File: config.mk
export PLATFORM = sky130hd
export DESIGN_NAME = mem_port_arbiter_flat
export DESIGN_NICKNAME = d
export VERILOG_FILES = /design/src/rtl/mem_port_arbiter_if.sv /design/src/rtl/mem_port_arbiter.sv /design/src/flat_wrapper.sv
export SDC_FILE = /design/constraint.sdc
export NUM_CORES = 1
export LEC_CHECK = 0
export CELL_PAD_IN_SITES_DETAIL_PLACEMENT = 2
export CELL_PAD_IN_SITES_GLOBAL_PLACEMENT = 2
export CORE_MARGIN = 2
export CORE_UTILIZATION = 23
export CTS_BUF_LIST = sky130_fd_sc_hd__clkbuf_8
export CTS_CLUSTER_SIZE = 30
export DETAILED_ROUTE_END_ITERATION = 6
export PLACE_DENSITY_LB_ADDON = 0.1
export SYNTH_ARGS = -nofsm -noshare
export SYNTH_HDL_FRONTEND = slang
export SYNTH_SLANG_ARGS = --single-unit
File: constraint.sdc
create_clock -name clk -period 5.85 [get_ports clk]
set_clock_uncertainty 0.15 [all_clocks]
set_input_delay 1.755 -clock clk [delete_from_list [all_inputs] [get_ports clk]]
set_output_delay 1.755 -clock clk [all_outputs]
set_load 0.005 [all_outputs]
File: src/rtl/mem_port_arbiter_if.sv
// mem_port_arbiter_if: the handshake signals around the memory-port arbiter.
//   Fetch requester : inst_req, inst_addr -> inst_rdata, inst_done, inst_stall
//   Data requester  : data_req, data_wr, data_wstrb, data_addr, data_wdata
//                     -> data_rdata, data_done, data_stall
//   Memory bus      : bus_req, bus_wr, bus_wstrb, bus_addr, bus_wdata, bus_err
//                     <- bus_addr_ok, bus_data_ok, bus_rdata
// Modport slave is the arbiter's view; master is the requesters' plus the memory's view.
interface mem_port_arbiter_if #(
    parameter int AW = 32,
    parameter int DW = 32
);
    logic              inst_req;
    logic [AW-1:0]     inst_addr;
    logic [DW-1:0]     inst_rdata;
    logic              inst_done;
    logic              inst_stall;

    logic              data_req;
    logic              data_wr;
    logic [DW/8-1:0]   data_wstrb;
    logic [AW-1:0]     data_addr;
    logic [DW-1:0]     data_wdata;
    logic [DW-1:0]     data_rdata;
    logic              data_done;
    logic              data_stall;

    logic              bus_req;
    logic              bus_wr;
    logic [DW/8-1:0]   bus_wstrb;
    logic [AW-1:0]     bus_addr;
    logic [DW-1:0]     bus_wdata;
    logic              bus_addr_ok;
    logic              bus_data_ok;
    logic [DW-1:0]     bus_rdata;
    logic              bus_err;

    modport slave (
        input  inst_req, inst_addr,
        output inst_rdata, inst_done, inst_stall,
        input  data_req, data_wr, data_wstrb, data_addr, data_wdata,
        output data_rdata, data_done, data_stall,
        output bus_req, bus_wr, bus_wstrb, bus_addr, bus_wdata, bus_err,
        input  bus_addr_ok, bus_data_ok, bus_rdata
    );

    modport master (
        output inst_req, inst_addr,
        input  inst_rdata, inst_done, inst_stall,
        output data_req, data_wr, data_wstrb, data_addr, data_wdata,
        input  data_rdata, data_done, data_stall,
        input  bus_req, bus_wr, bus_wstrb, bus_addr, bus_wdata, bus_err,
        output bus_addr_ok, bus_data_ok, bus_rdata
    );
endinterface

File: src/rtl/mem_port_arbiter.sv
// mem_port_arbiter: shares one SRAM-like memory port between instruction fetch
// and data load/store, one outstanding access at a time. Data has priority.
// Ports:
//   clk    - clock, rising edge
//   rst    - asynchronous active-high reset
//   bus_if - mem_port_arbiter_if.slave (requester handshakes + memory bus)
// Optional: define ARB_TIMEOUT_EN to abort an access that spends TIMEOUT_CYCLES
// in ADDR+WAIT; the abort returns rdata=0 with bus_err pulsed alongside done.
module mem_port_arbiter #(
    parameter int AW             = 32,
    parameter int DW             = 32,
    parameter int TIMEOUT_CYCLES = 255
) (
    input  logic              clk,
    input  logic              rst,
    mem_port_arbiter_if.slave bus_if
);
    localparam int SW = DW / 8;

    typedef enum logic [1:0] {S_IDLE, S_ADDR, S_WAIT, S_RESP} state_t;
    typedef enum logic {OWN_INST, OWN_DATA} owner_t;

    state_t          state_q;
    owner_t          owner_q;
    logic            bus_req_q;
    logic            bus_wr_q;
    logic [SW-1:0]   bus_wstrb_q;
    logic [AW-1:0]   bus_addr_q;
    logic [DW-1:0]   bus_wdata_q;
    logic [DW-1:0]   inst_rdata_q;
    logic [DW-1:0]   data_rdata_q;
    logic            inst_done_q;
    logic            data_done_q;
    logic            bus_err_q;

    logic            complete;
    logic            abort;
    logic [DW-1:0]   resp_rdata;

    assign complete = (state_q == S_WAIT) && bus_if.bus_data_ok;

`ifdef ARB_TIMEOUT_EN
    localparam int CW = 16;
    logic [CW-1:0] cnt_q;

    // Counter reads 0 in the first ADDR cycle; aborting at TIMEOUT_CYCLES-1
    // means exactly TIMEOUT_CYCLES cycles were spent in ADDR+WAIT.
    assign abort = ((state_q == S_ADDR) || (state_q == S_WAIT)) && !complete &&
                   (cnt_q == CW'(TIMEOUT_CYCLES - 1));

    always_ff @(posedge clk or posedge rst) begin
        if (rst) begin
            cnt_q <= '0;
        end else if ((state_q == S_ADDR) || (state_q == S_WAIT)) begin
            cnt_q <= cnt_q + CW'(1);
        end else begin
            cnt_q <= '0;
        end
    end
`else
    logic unused_timeout;
    assign unused_timeout = ^TIMEOUT_CYCLES;
    assign abort          = 1'b0;
`endif

    // Stores and aborted accesses return zero data.
    assign resp_rdata = (abort || bus_wr_q) ? '0 : bus_if.bus_rdata;

    always_ff @(posedge clk or posedge rst) begin
        if (rst) begin
            state_q      <= S_IDLE;
            owner_q      <= OWN_INST;
            bus_req_q    <= 1'b0;
            bus_wr_q     <= 1'b0;
            bus_wstrb_q  <= '0;
            bus_addr_q   <= '0;
            bus_wdata_q  <= '0;
            inst_rdata_q <= '0;
            data_rdata_q <= '0;
            inst_done_q  <= 1'b0;
            data_done_q  <= 1'b0;
            bus_err_q    <= 1'b0;
        end else begin
            inst_done_q <= 1'b0;
            data_done_q <= 1'b0;
            bus_err_q   <= 1'b0;
            case (state_q)
                S_IDLE: begin
                    if (bus_if.data_req) begin
                        owner_q     <= OWN_DATA;
                        bus_wr_q    <= bus_if.data_wr;
                        bus_wstrb_q <= bus_if.data_wr ? bus_if.data_wstrb : '0;
                        bus_addr_q  <= bus_if.data_addr;
                        bus_wdata_q <= bus_if.data_wdata;
                        bus_req_q   <= 1'b1;
                        state_q     <= S_ADDR;
                    end else if (bus_if.inst_req) begin
                        owner_q     <= OWN_INST;
                        bus_wr_q    <= 1'b0;
                        bus_wstrb_q <= '0;
                        bus_addr_q  <= bus_if.inst_addr;
                        bus_req_q   <= 1'b1;
                        state_q     <= S_ADDR;
                    end
                end
                S_ADDR: begin
                    if (bus_if.bus_addr_ok) begin
                        bus_req_q <= 1'b0;
                        state_q   <= S_WAIT;
                    end
                end
                S_WAIT: ;
                S_RESP: state_q <= S_IDLE;
                default: state_q <= S_IDLE;
            endcase

            // Completion and timeout abort share one exit to RESP; placed after
            // the case so an abort in ADDR overrides the ADDR->WAIT step.
            if (complete || abort) begin
                bus_req_q <= 1'b0;
                bus_err_q <= abort;
                state_q   <= S_RESP;
                if (owner_q == OWN_DATA) begin
                    data_done_q  <= 1'b1;
                    data_rdata_q <= resp_rdata;
                end else begin
                    inst_done_q  <= 1'b1;
                    inst_rdata_q <= resp_rdata;
                end
            end
        end
    end

    assign bus_if.bus_req    = bus_req_q;
    assign bus_if.bus_wr     = bus_wr_q;
    assign bus_if.bus_wstrb  = bus_wstrb_q;
    assign bus_if.bus_addr   = bus_addr_q;
    assign bus_if.bus_wdata  = bus_wdata_q;
    assign bus_if.bus_err    = bus_err_q;
    assign bus_if.inst_rdata = inst_rdata_q;
    assign bus_if.data_rdata = data_rdata_q;
    assign bus_if.inst_done  = inst_done_q;
    assign bus_if.data_done  = data_done_q;
    assign bus_if.inst_stall = bus_if.inst_req & ~inst_done_q;
    assign bus_if.data_stall = bus_if.data_req & ~data_done_q;
endmodule

File: src/flat_wrapper.sv
// flat-port wrapper written by rule: the top's interface ports become plain ports
module mem_port_arbiter_flat 
#(
    parameter int AW             = 32,
    parameter int DW             = 32,
    parameter int TIMEOUT_CYCLES = 255
)
  (clk, rst, bus_if_inst_req, bus_if_inst_addr, bus_if_inst_rdata, bus_if_inst_done, bus_if_inst_stall, bus_if_data_req, bus_if_data_wr, bus_if_data_wstrb, bus_if_data_addr, bus_if_data_wdata, bus_if_data_rdata, bus_if_data_done, bus_if_data_stall, bus_if_bus_req, bus_if_bus_wr, bus_if_bus_wstrb, bus_if_bus_addr, bus_if_bus_wdata, bus_if_bus_err, bus_if_bus_addr_ok, bus_if_bus_data_ok, bus_if_bus_rdata);
  mem_port_arbiter_if #(.AW(AW), .DW(DW)) bus_if_i ();
  input  logic clk;
  input  logic rst;
  input wire logic [$bits(bus_if_i.inst_req)-1:0] bus_if_inst_req;
  input wire logic [$bits(bus_if_i.inst_addr)-1:0] bus_if_inst_addr;
  output wire logic [$bits(bus_if_i.inst_rdata)-1:0] bus_if_inst_rdata;
  output wire logic [$bits(bus_if_i.inst_done)-1:0] bus_if_inst_done;
  output wire logic [$bits(bus_if_i.inst_stall)-1:0] bus_if_inst_stall;
  input wire logic [$bits(bus_if_i.data_req)-1:0] bus_if_data_req;
  input wire logic [$bits(bus_if_i.data_wr)-1:0] bus_if_data_wr;
  input wire logic [$bits(bus_if_i.data_wstrb)-1:0] bus_if_data_wstrb;
  input wire logic [$bits(bus_if_i.data_addr)-1:0] bus_if_data_addr;
  input wire logic [$bits(bus_if_i.data_wdata)-1:0] bus_if_data_wdata;
  output wire logic [$bits(bus_if_i.data_rdata)-1:0] bus_if_data_rdata;
  output wire logic [$bits(bus_if_i.data_done)-1:0] bus_if_data_done;
  output wire logic [$bits(bus_if_i.data_stall)-1:0] bus_if_data_stall;
  output wire logic [$bits(bus_if_i.bus_req)-1:0] bus_if_bus_req;
  output wire logic [$bits(bus_if_i.bus_wr)-1:0] bus_if_bus_wr;
  output wire logic [$bits(bus_if_i.bus_wstrb)-1:0] bus_if_bus_wstrb;
  output wire logic [$bits(bus_if_i.bus_addr)-1:0] bus_if_bus_addr;
  output wire logic [$bits(bus_if_i.bus_wdata)-1:0] bus_if_bus_wdata;
  output wire logic [$bits(bus_if_i.bus_err)-1:0] bus_if_bus_err;
  input wire logic [$bits(bus_if_i.bus_addr_ok)-1:0] bus_if_bus_addr_ok;
  input wire logic [$bits(bus_if_i.bus_data_ok)-1:0] bus_if_bus_data_ok;
  input wire logic [$bits(bus_if_i.bus_rdata)-1:0] bus_if_bus_rdata;
  assign bus_if_i.inst_req = bus_if_inst_req;
  assign bus_if_i.inst_addr = bus_if_inst_addr;
  assign bus_if_inst_rdata = bus_if_i.inst_rdata;
  assign bus_if_inst_done = bus_if_i.inst_done;
  assign bus_if_inst_stall = bus_if_i.inst_stall;
  assign bus_if_i.data_req = bus_if_data_req;
  assign bus_if_i.data_wr = bus_if_data_wr;
  assign bus_if_i.data_wstrb = bus_if_data_wstrb;
  assign bus_if_i.data_addr = bus_if_data_addr;
  assign bus_if_i.data_wdata = bus_if_data_wdata;
  assign bus_if_data_rdata = bus_if_i.data_rdata;
  assign bus_if_data_done = bus_if_i.data_done;
  assign bus_if_data_stall = bus_if_i.data_stall;
  assign bus_if_bus_req = bus_if_i.bus_req;
  assign bus_if_bus_wr = bus_if_i.bus_wr;
  assign bus_if_bus_wstrb = bus_if_i.bus_wstrb;
  assign bus_if_bus_addr = bus_if_i.bus_addr;
  assign bus_if_bus_wdata = bus_if_i.bus_wdata;
  assign bus_if_bus_err = bus_if_i.bus_err;
  assign bus_if_i.bus_addr_ok = bus_if_bus_addr_ok;
  assign bus_if_i.bus_data_ok = bus_if_bus_data_ok;
  assign bus_if_i.bus_rdata = bus_if_bus_rdata;
  mem_port_arbiter #(.AW(AW), .DW(DW), .TIMEOUT_CYCLES(TIMEOUT_CYCLES)) u_core (.clk(clk), .rst(rst), .bus_if(bus_if_i));
endmodule
Yosys cells after proc, flatten, opt, wreduce, memory -nomap -nowiden
Cells that the tools add are included.
- register bits: 139
- bits in latches: 0
- bits in writable memories: 0
- ROM bits: 0
- input bits: 139
- output and inout port bits: 139
- memories kept: 0
- add/subtract/negate cells: 0
- $mul: 0
- div/mod/pow operators: 0
- magnitude comparators: 0
- equality and inequality tests: 5
- shift-type cells: 0
- muxes and demuxes: 23
- bitwise operators: 5
- reductions and logical operators: 11
- operators with widths (kind ; number):
    $mux W32 ; 3
    $mux W4 ; 3
    $mux W1 ; 11
    $mux W2 ; 4
    $reduce_and A2 Y1 ; 4
    $pmux W2 S3 ; 1
    $reduce_and A3 Y1 ; 2
    $eq A2 B2 Y1 const B ; 2
    $ne A4 B3 Y1 const B ; 1
    $reduce_bool A4 Y1 ; 1
    $ne A3 B2 Y1 const B ; 1
    $not A1 Y1 ; 3
    $reduce_bool A3 Y1 ; 1
    $and A1 B1 Y1 ; 2
    $eq A2 B1 Y1 const B ; 1
    $logic_not A2 Y1 ; 1
    $pmux W1 S2 ; 1
    $reduce_bool A2 Y1 ; 1
    $logic_and A1 B1 Y1 ; 1

Longest topological paths before layout
Gate-level depths: netlist of the first run.
- depth in word-level cells: 4
- depth in mapped cells: 6
- mapped depth without buffers: 3

Worst setup path before layout of the first run
Ideal clock, no wire load.
- path type: input to output
- start point: in bus_if_data_req
- end point: out bus_if_data_stall
- arrival: 2.222 ns
- data required time: 3.945 ns
- path slack: 1.723 ns
- cell stages on the path: 3
- buffers on the path: 2
- cell sequence: buf_6 buf_2 nor2b_1
- word-level cells in the longest chain between the ends: 1
- RTL lines (item ; RTL line ; text):
    start: declaration ; flat_wrapper.sv:17 ; input wire logic [$bits(bus_if_i.data_req)-1:0] bus_if_data_req;
    $and A1 B1 Y1 ; mem_port_arbiter.sv:145 ; assign bus_if.data_stall = bus_if.data_req & ~data_done_q;
    end: declaration ; flat_wrapper.sv:24 ; output wire logic [$bits(bus_if_i.data_stall)-1:0] bus_if_data_stall;
No other way between the ends.

Worst setup path in the final report of the first run
- start point: in bus_if_inst_req
- end point: out bus_if_inst_stall
- word-level cells in the longest chain between the ends: 1
- RTL lines (item ; RTL line ; text):
    start: declaration ; flat_wrapper.sv:12 ; input wire logic [$bits(bus_if_i.inst_req)-1:0] bus_if_inst_req;
    $and A1 B1 Y1 ; mem_port_arbiter.sv:144 ; assign bus_if.inst_stall = bus_if.inst_req & ~inst_done_q;
    end: declaration ; flat_wrapper.sv:16 ; output wire logic [$bits(bus_if_i.inst_stall)-1:0] bus_if_inst_stall;
No other way between the ends.

==> summary.md, run 1 <==
| Metric | Value |
|---|---|
| RSZ-0062 raised after global routing | `false` |
| First-pass GRT wire length | `30,840 um` |
| Die area | `0.02619 mm^2` |
| CTS root buffer | `clkbuf_8` |
| First-pass iteration count of the detailed router | `4` |
| DP HPWL | `14,610 um` |
| Synth Area per Inst | `12.54 um^2` |
| Tcrit/Tclk final | `0.8318` |
| Io pins | `278` |
| Synth top area cells | `dfrtp_1 61%, mux2_2 16%, o21ai_0 5.7%` |
| Setup violators final | `0` |
| Worst relative slew slack | `0.3760` |
| Final net count | `866` |
| Synth Warn # | `0` |
| Initial antenna violation count | `0` |
| CP endpoint kind | `primary output` |
| Worst setup SP type | `primary input` |
| Worst R2R Path Depth | `3` |
| Final hold violations | `0` |
| Seq/Total Area, Yosys | `0.6070` |
| Vias per cell | `4.253` |
| Initial Utilization | `0.2349` |
| Highest clock rate | `0.2055 GHz` |
| Slowest CP cell | `clkdlybuf4s50_1` |
| Via count | `4,525` |
| #FFs+latches synth | `139` |
| GPL Wtd Cong | `0.7313` |
| Hold-fix buffer count after cts | `0` |
| Worst-path clk slew | `70 ps` |
| Largest net degree at the start of global routing | `93` |
| Arr. time, crit path | `2960 ps` |
| Clock Path Buffers | `2` |
| Hold worst-path end | `u_core.bus_if.data_rdata[30]` |
| Buf+Inv Stages, Crit Path | `2` |
| Power Density | `472.2 mW/mm^2` |
| Hold Crit Start | `u_core.bus_if.data_rdata[30]` |
| EDFF count, synth | `0` |
| Ys async rst share | `1.000` |
| Hold path depth | `2` |
| # clock sinks | `139` |
| Worst slew pin tran | `933.9 ps` |
| Mapped Cells | `457` |
| Crit Path Max Fanout | `3` |
| Delay-heaviest family, CP | `buffers and inverters` |
| Core area | `0.02439 mm^2` |
| Max-cap violations | `0` |
| Hold crit path type | `reg2reg` |
| Iteration-0 DRC Markers | `100` |
| Setup Buffers After CTS | `0` |
| DRC Markers | `0` |
| Placed cells | `1,032` |
| R2R Path Start | `u_core.state_q[1]` |
| Routed WL | `19,590 um` |
| CP Class | `in2out` |
| Core Rows | `57` |
| Post-synthesis cell area | `0.005730 mm^2` |
| Crit path cell chain | `clkdlybuf4s50_1 -> nor2b_1 -> clkdlybuf4s50_1` |
| Vias in the first global route | `5,157` |
| Max Slew Vio Count | `0` |
| Final ANT Viol Nets | `0` |
| Final Util | `0.3764` |
| Placed Area | `0.008788 mm^2` |
| Ant diodes | `0` |
| Share of cells above drive strength 1 | `0.1703` |
| H-Tree Depth | `4` |
| GRT Total Usage | `0.1543` |
| Most frequent CP cell | `clkdlybuf4s50_1` |
| Reg2reg setup slack | `3690 ps` |
| Post-route cell area | `0.009180 mm^2` |
| Area growth syn-to-layout | `60.20%` |
| CTS tree | `yes` |
| Cell taking the most area after synthesis | `dfrtp_1` |
| GRT Residual Overflow | `0` |
| CTS buffer count | `17` |
| Synth top area share | `0.6070` |
| WL per Instance | `18.41 um` |
| Leakage power | `3.804 nW` |
| Count of unique library cells instantiated by Yosys | `28` |
| Worst-skew pair later-pin latency | `440 ps` |
| Required time of the critical path | `3940 ps` |
| Die width | `161.8 um` |
| Cts repair resizes | `0` |
| Min Tclk post-route | `4866 ps` |
| Peak VDD IR | `0.0001411 V` |
| Final cell count without fillers | `1,064` |
| Critical R2R Capture | `u_core.bus_if.bus_wdata[28]` |
| Overall Power | `4.335 mW` |
| Most instantiated library cell after synthesis | `dfrtp_1` |
| Die height | `161.8 um` |
| Status | `finished clean` |
| Post-synth net total | `596` |
| Port Buffers | `276` |
| Largest stage delay on the critical path | `540 ps` |
| Commonest register cell after synthesis | `dfrtp_1` |
| Top cells by count, synth | `139 x dfrtp_1, 82 x mux2_2, 65 x nand2_1, 65 x o21ai_0, 32 x nand2b_1` |
| TNS Setup | `0 ps` |
cell families after synthesis:
family,count (synthesis),share of synthesized area
multiplexers,96,0.1886
flip-flops,139,0.6070
AO/OA/AOI/OAI,73,0.06921
AND/OR/NAND/NOR,111,0.09585
buffers and inverters,37,0.03865
other,1,0.0006544
placed cells by master (no fill, tap or decap):
cell type        instances
mux2_1                  14
inv_1                    4
o31ai_1                  2
nand2b_1                32
nor3b_4                  1
buf_4                    6
inv_6                    7
dfrtp_1                139
conb_1                   1
nand3_1                  1
clkbuf_8                19
nor2b_1                  2
o21ai_0                 65
clkdlybuf4s50_1        276
nand4b_1                 1
or3_1                    1
nand4bb_4                1
clkinv_4                 1
clkinv_2                 1
nor3_1                   1
mux2_2                  82
nor2_1                   2
inv_8                    1
bufinv_16                1
buf_12                   1
nor3_4                   1
clkinvlp_4               3
a32o_1                   4
nand2_1                 65
and3_1                   1
a22o_1                   1
nor2_2                   1
a21o_1                   1
nand3b_1                 1
state kept, by name, indices dropped and copies added (netlist names):
register	cells
u_core.bus_if.bus_addr	32
u_core.bus_if.bus_wdata	32
u_core.bus_if.data_rdata	32
u_core.bus_if.inst_rdata	32
u_core.bus_if.bus_wstrb	4
u_core.state_q	2
u_core.bus_if.bus_req	1
u_core.bus_if.bus_wr	1
u_core.bus_if.data_done	1
u_core.bus_if.inst_done	1
u_core.owner_q	1
layout make-up:
| type | instances | area, um^2 |
|---|---|---|
| Clock buffer | 19 | 261.5 |
| Tap cell | 324 | 405.4 |
| Inverter | 5 | 23.77 |
| Sequential cell | 139 | 3478 |
| Fill cell | 2574 | 15210 |
| Timing Repair Buffer | 283 | 2828 |
| Multi-Input combinational cell | 281 | 2053 |
| Clock inverter | 13 | 130.1 |
worst register-to-register path: stages (launching register included):
cell and delay [ps]:
dfrtp_1 550, nor3b_4 710, buf_12 270, mux2_2 370
power breakdown:
part           internal, mW  switching [mW]
logic                  1.20           0.678
clock network         0.369           0.421
registers              1.41           0.259
how the worst max path moves through the flow:
stage | from | end | slack [ps] | depth (start not counted)
detailed placement | bus_if_inst_req | bus_if_inst_stall | 980 | 3
finish | bus_if_inst_req | bus_if_inst_stall | 980 | 3
CTS | bus_if_inst_req | bus_if_inst_stall | 980 | 3
global route | bus_if_data_req | bus_if_data_stall | 930 | 3
global placement | bus_if_inst_req | bus_if_inst_stall | 970 | 3
floorplan | rst | u_core.bus_if.bus_addr[0] | 220 | 1
metrics by stage:
stage / hold WS, ps / worst slack [ps]
after floorplan: 314.1 / 220.5
after global routing: 366.1 / 927.9
after global placement: 311.6 / 967.7
after detailed placement: 324.4 / 976.2
final: 338.6 / 983.8
after CTS: 342.4 / 978.2
metal layers:
metal | GRT usage | part of all wire
met5 | 0 | 0
met4 | 0.04827 | 0.013
met3 | 0.04418 | 0.063
met2 | 0.2845 | 0.53
met1 | 0.1709 | 0.39
Note: power is estimated with default switching activity, not from simulation.
==> run 2, diff against run 1 <==
Settings changed: CORE_UTILIZATION 23 to 25.
Clock period 5.85 ns to 4.85 ns, I/O delays scaled along.
==> run 2 against run 1 <==
Final area down 0.16%. First-iteration DRC count fell by 3.0%. Highest routed layer unchanged. Sequential share of layout area up 0.062 points. Worst setup slack got worse by 390 ps. Largest cell class unchanged. Critical path type unchanged. Core utilization is 3.0 points higher. Critical path depth is the same.
==> summary.md, run 2 (same netlist as run 1, synthesis figures left out) <==
| Metric | Value |
|---|---|
| Status | `finished clean` |
| Worst relative slew slack | `0.3313` |
| Final ANT Viol Nets | `0` |
| Routed WL | `19,200 um` |
| Largest net degree at the start of global routing | `66` |
| Filler Cells Inserted | `2,341` |
| Worst-path clk slew | `80 ps` |
| First-pass iteration count of the detailed router | `3` |
| Worst slew pin tran | `1001 ps` |
| Highest clock rate | `0.2351 GHz` |
| Crit Path Max Fanout | `2` |
| Hold crit path type | `reg2reg` |
| Arr. time, crit path | `2650 ps` |
| Worst setup SP type | `primary input` |
| M1 GR Usage | `0.1811` |
| Tcrit/Tclk final | `0.8772` |
| Initial antenna violation count | `1` |
| Area growth syn-to-layout | `59.93%` |
| DP HPWL | `14,130 um` |
| Final net count | `868` |
| R2R Path Start | `u_core.state_q[1]` |
| Flop pwr share | `0.383` |
| Power Density | `575.0 mW/mm^2` |
| Peak VDD IR | `0.0001726 V` |
| CTS buffer count | `17` |
| # clock sinks | `139` |
| Io pins | `278` |
| Crit path from | `bus_if_data_req` |
| Die width | `155.4 um` |
| Die area | `0.02415 mm^2` |
| M3 GR Usage | `0.04708` |
| Most common cell after layout, fill and taps aside | `clkdlybuf4s50_1` |
| P_int | `3.673 mW` |
| Pre-CTS WS | `576.0 ps` |
| GRT Residual Overflow | `0` |
| Hold Crit Start | `u_core.bus_if.inst_rdata[17]` |
| CP endpoint kind | `primary output` |
| Net Sw Power | `1.597 mW` |
| Max-cap violations | `0` |
| Die height | `155.4 um` |
| Core Rows | `55` |
| GRT Max-Usage Layer | `met2` |
| CTS root buffer | `clkbuf_8` |
| Final hold violations | `0` |
| H-Tree Depth | `4` |
| Cts repair resizes | `0` |
| CP Class | `in2out` |
| Hold-fix buffer count after cts | `0` |
| Most frequent cells in the layout | `276 x clkdlybuf4s50_1, 139 x dfrtp_1, 82 x mux2_2` |
| RSZ-0062 raised after global routing | `false` |
| Iteration-0 DRC Markers | `97` |
| GRT Total Usage | `0.1629` |
| Worst-skew pair later-pin latency | `430 ps` |
| Vias per cell | `4.404` |
| Clock power share | `0.189` |
| Setup violators final | `0` |
| Final WS setup | `595.7 ps` |
| GPL Wtd Cong | `0.7110` |
| Sw Ratio | `0.3031` |
| Vias in the first global route | `5,329` |
| Initial Utilization | `0.2539` |
| Setup Buffers After CTS | `0` |
| WL per Instance | `18.72 um` |
| Min Tclk post-route | `4254 ps` |
| First-pass GRT wire length | `30,100 um` |
| CTS tree | `yes` |
| Via count | `4,518` |
| DRC Markers | `0` |
| Port Buffers | `276` |
| Share of cells above drive strength 1 | `0.1689` |
| Leakage power | `3.817 nW` |
| Grt met2 use | `0.2948` |
| TNS Setup | `0 ps` |
| Core area | `0.02257 mm^2` |
| Combinational power share | `0.429` |
| Max Slew Vio Count | `0` |
| Required time of the critical path | `3240 ps` |
| Clock Path Buffers | `2` |
## run 2: through the flow
step	hold WS, ps	std cells	instance area [um^2]	total power [mW]	util
final	334.7	1026	9165	5.270	0.4060
after global routing	370.6	1026	9165	5.656	0.4060
after CTS	339.8	1025	9163	5.397	0.4059
after detailed placement	319.7	995	8755	4.361	0.3879
after global placement	312.4	995	8755	4.244	0.3879
after floorplan	314.1	457	5734	2.856	-
## run 2: cell type report
type                            count  area, um^2  share of cell area
Antenna cell                        1       2.502           0.0002730
Clock buffer                       19       261.5             0.02853
Clock inverter                     11       146.4             0.01597
Inverter                            5       22.52            0.002457
Multi-Input combinational cell    281        2042              0.2228
Sequential cell                   139        3478              0.3795
Tap cell                          285       356.6             0.03891
Timing Repair Buffer              285        2855              0.3115
## run 2: worst paths after layout
path / to / slack, ps / cells past startpoint
max: bus_if_data_stall / 600 / 3
min: u_core.bus_if.inst_rdata[17] / 330 / 2
max reg2reg: u_core.bus_if.bus_wdata[26] / 2920 / 3
min reg2reg: u_core.bus_if.inst_rdata[17] / 330 / 2
max in group asynchronous: u_core.bus_if.bus_wdata[22] / 2300 / 3
min in group asynchronous: u_core.bus_if.bus_wdata[13] / 1430 / 2
## run 2: power by group through the flow
stage | sequential [mW] | combinational, mW | clock (mW)
3_5_place_dp | 2.05 | 2.31 | 0
6_report | 2.02 | 2.26 | 0.994
3_3_place_gp | 2.00 | 2.24 | 0
4_1_cts | 2.03 | 2.32 | 1.04
2_1_floorplan | 2.03 | 0.828 | 0
5_1_grt | 2.10 | 2.46 | 1.09
## run 2: worst max-delay path, stage by stage
cell and delay, ps:
clkdlybuf4s50_1 510, nor2b_1 140, clkdlybuf4s50_1 540
## run 2: metal layers
layer | routed length, um | vias to the layer above
met3 | 1262 | 22
met1 | 7363 | 2257
met2 | 10230 | 149
met4 | 346 | 0
met5 | 0 | -
li1 | - | 2090
==> run 3, diff against run 2 <==
Settings changed: SKIP_CTS_REPAIR_TIMING set to 1.
==> results of run 3 <==
Same layout as run 2: the final DEF is identical, and so are final timing and power.
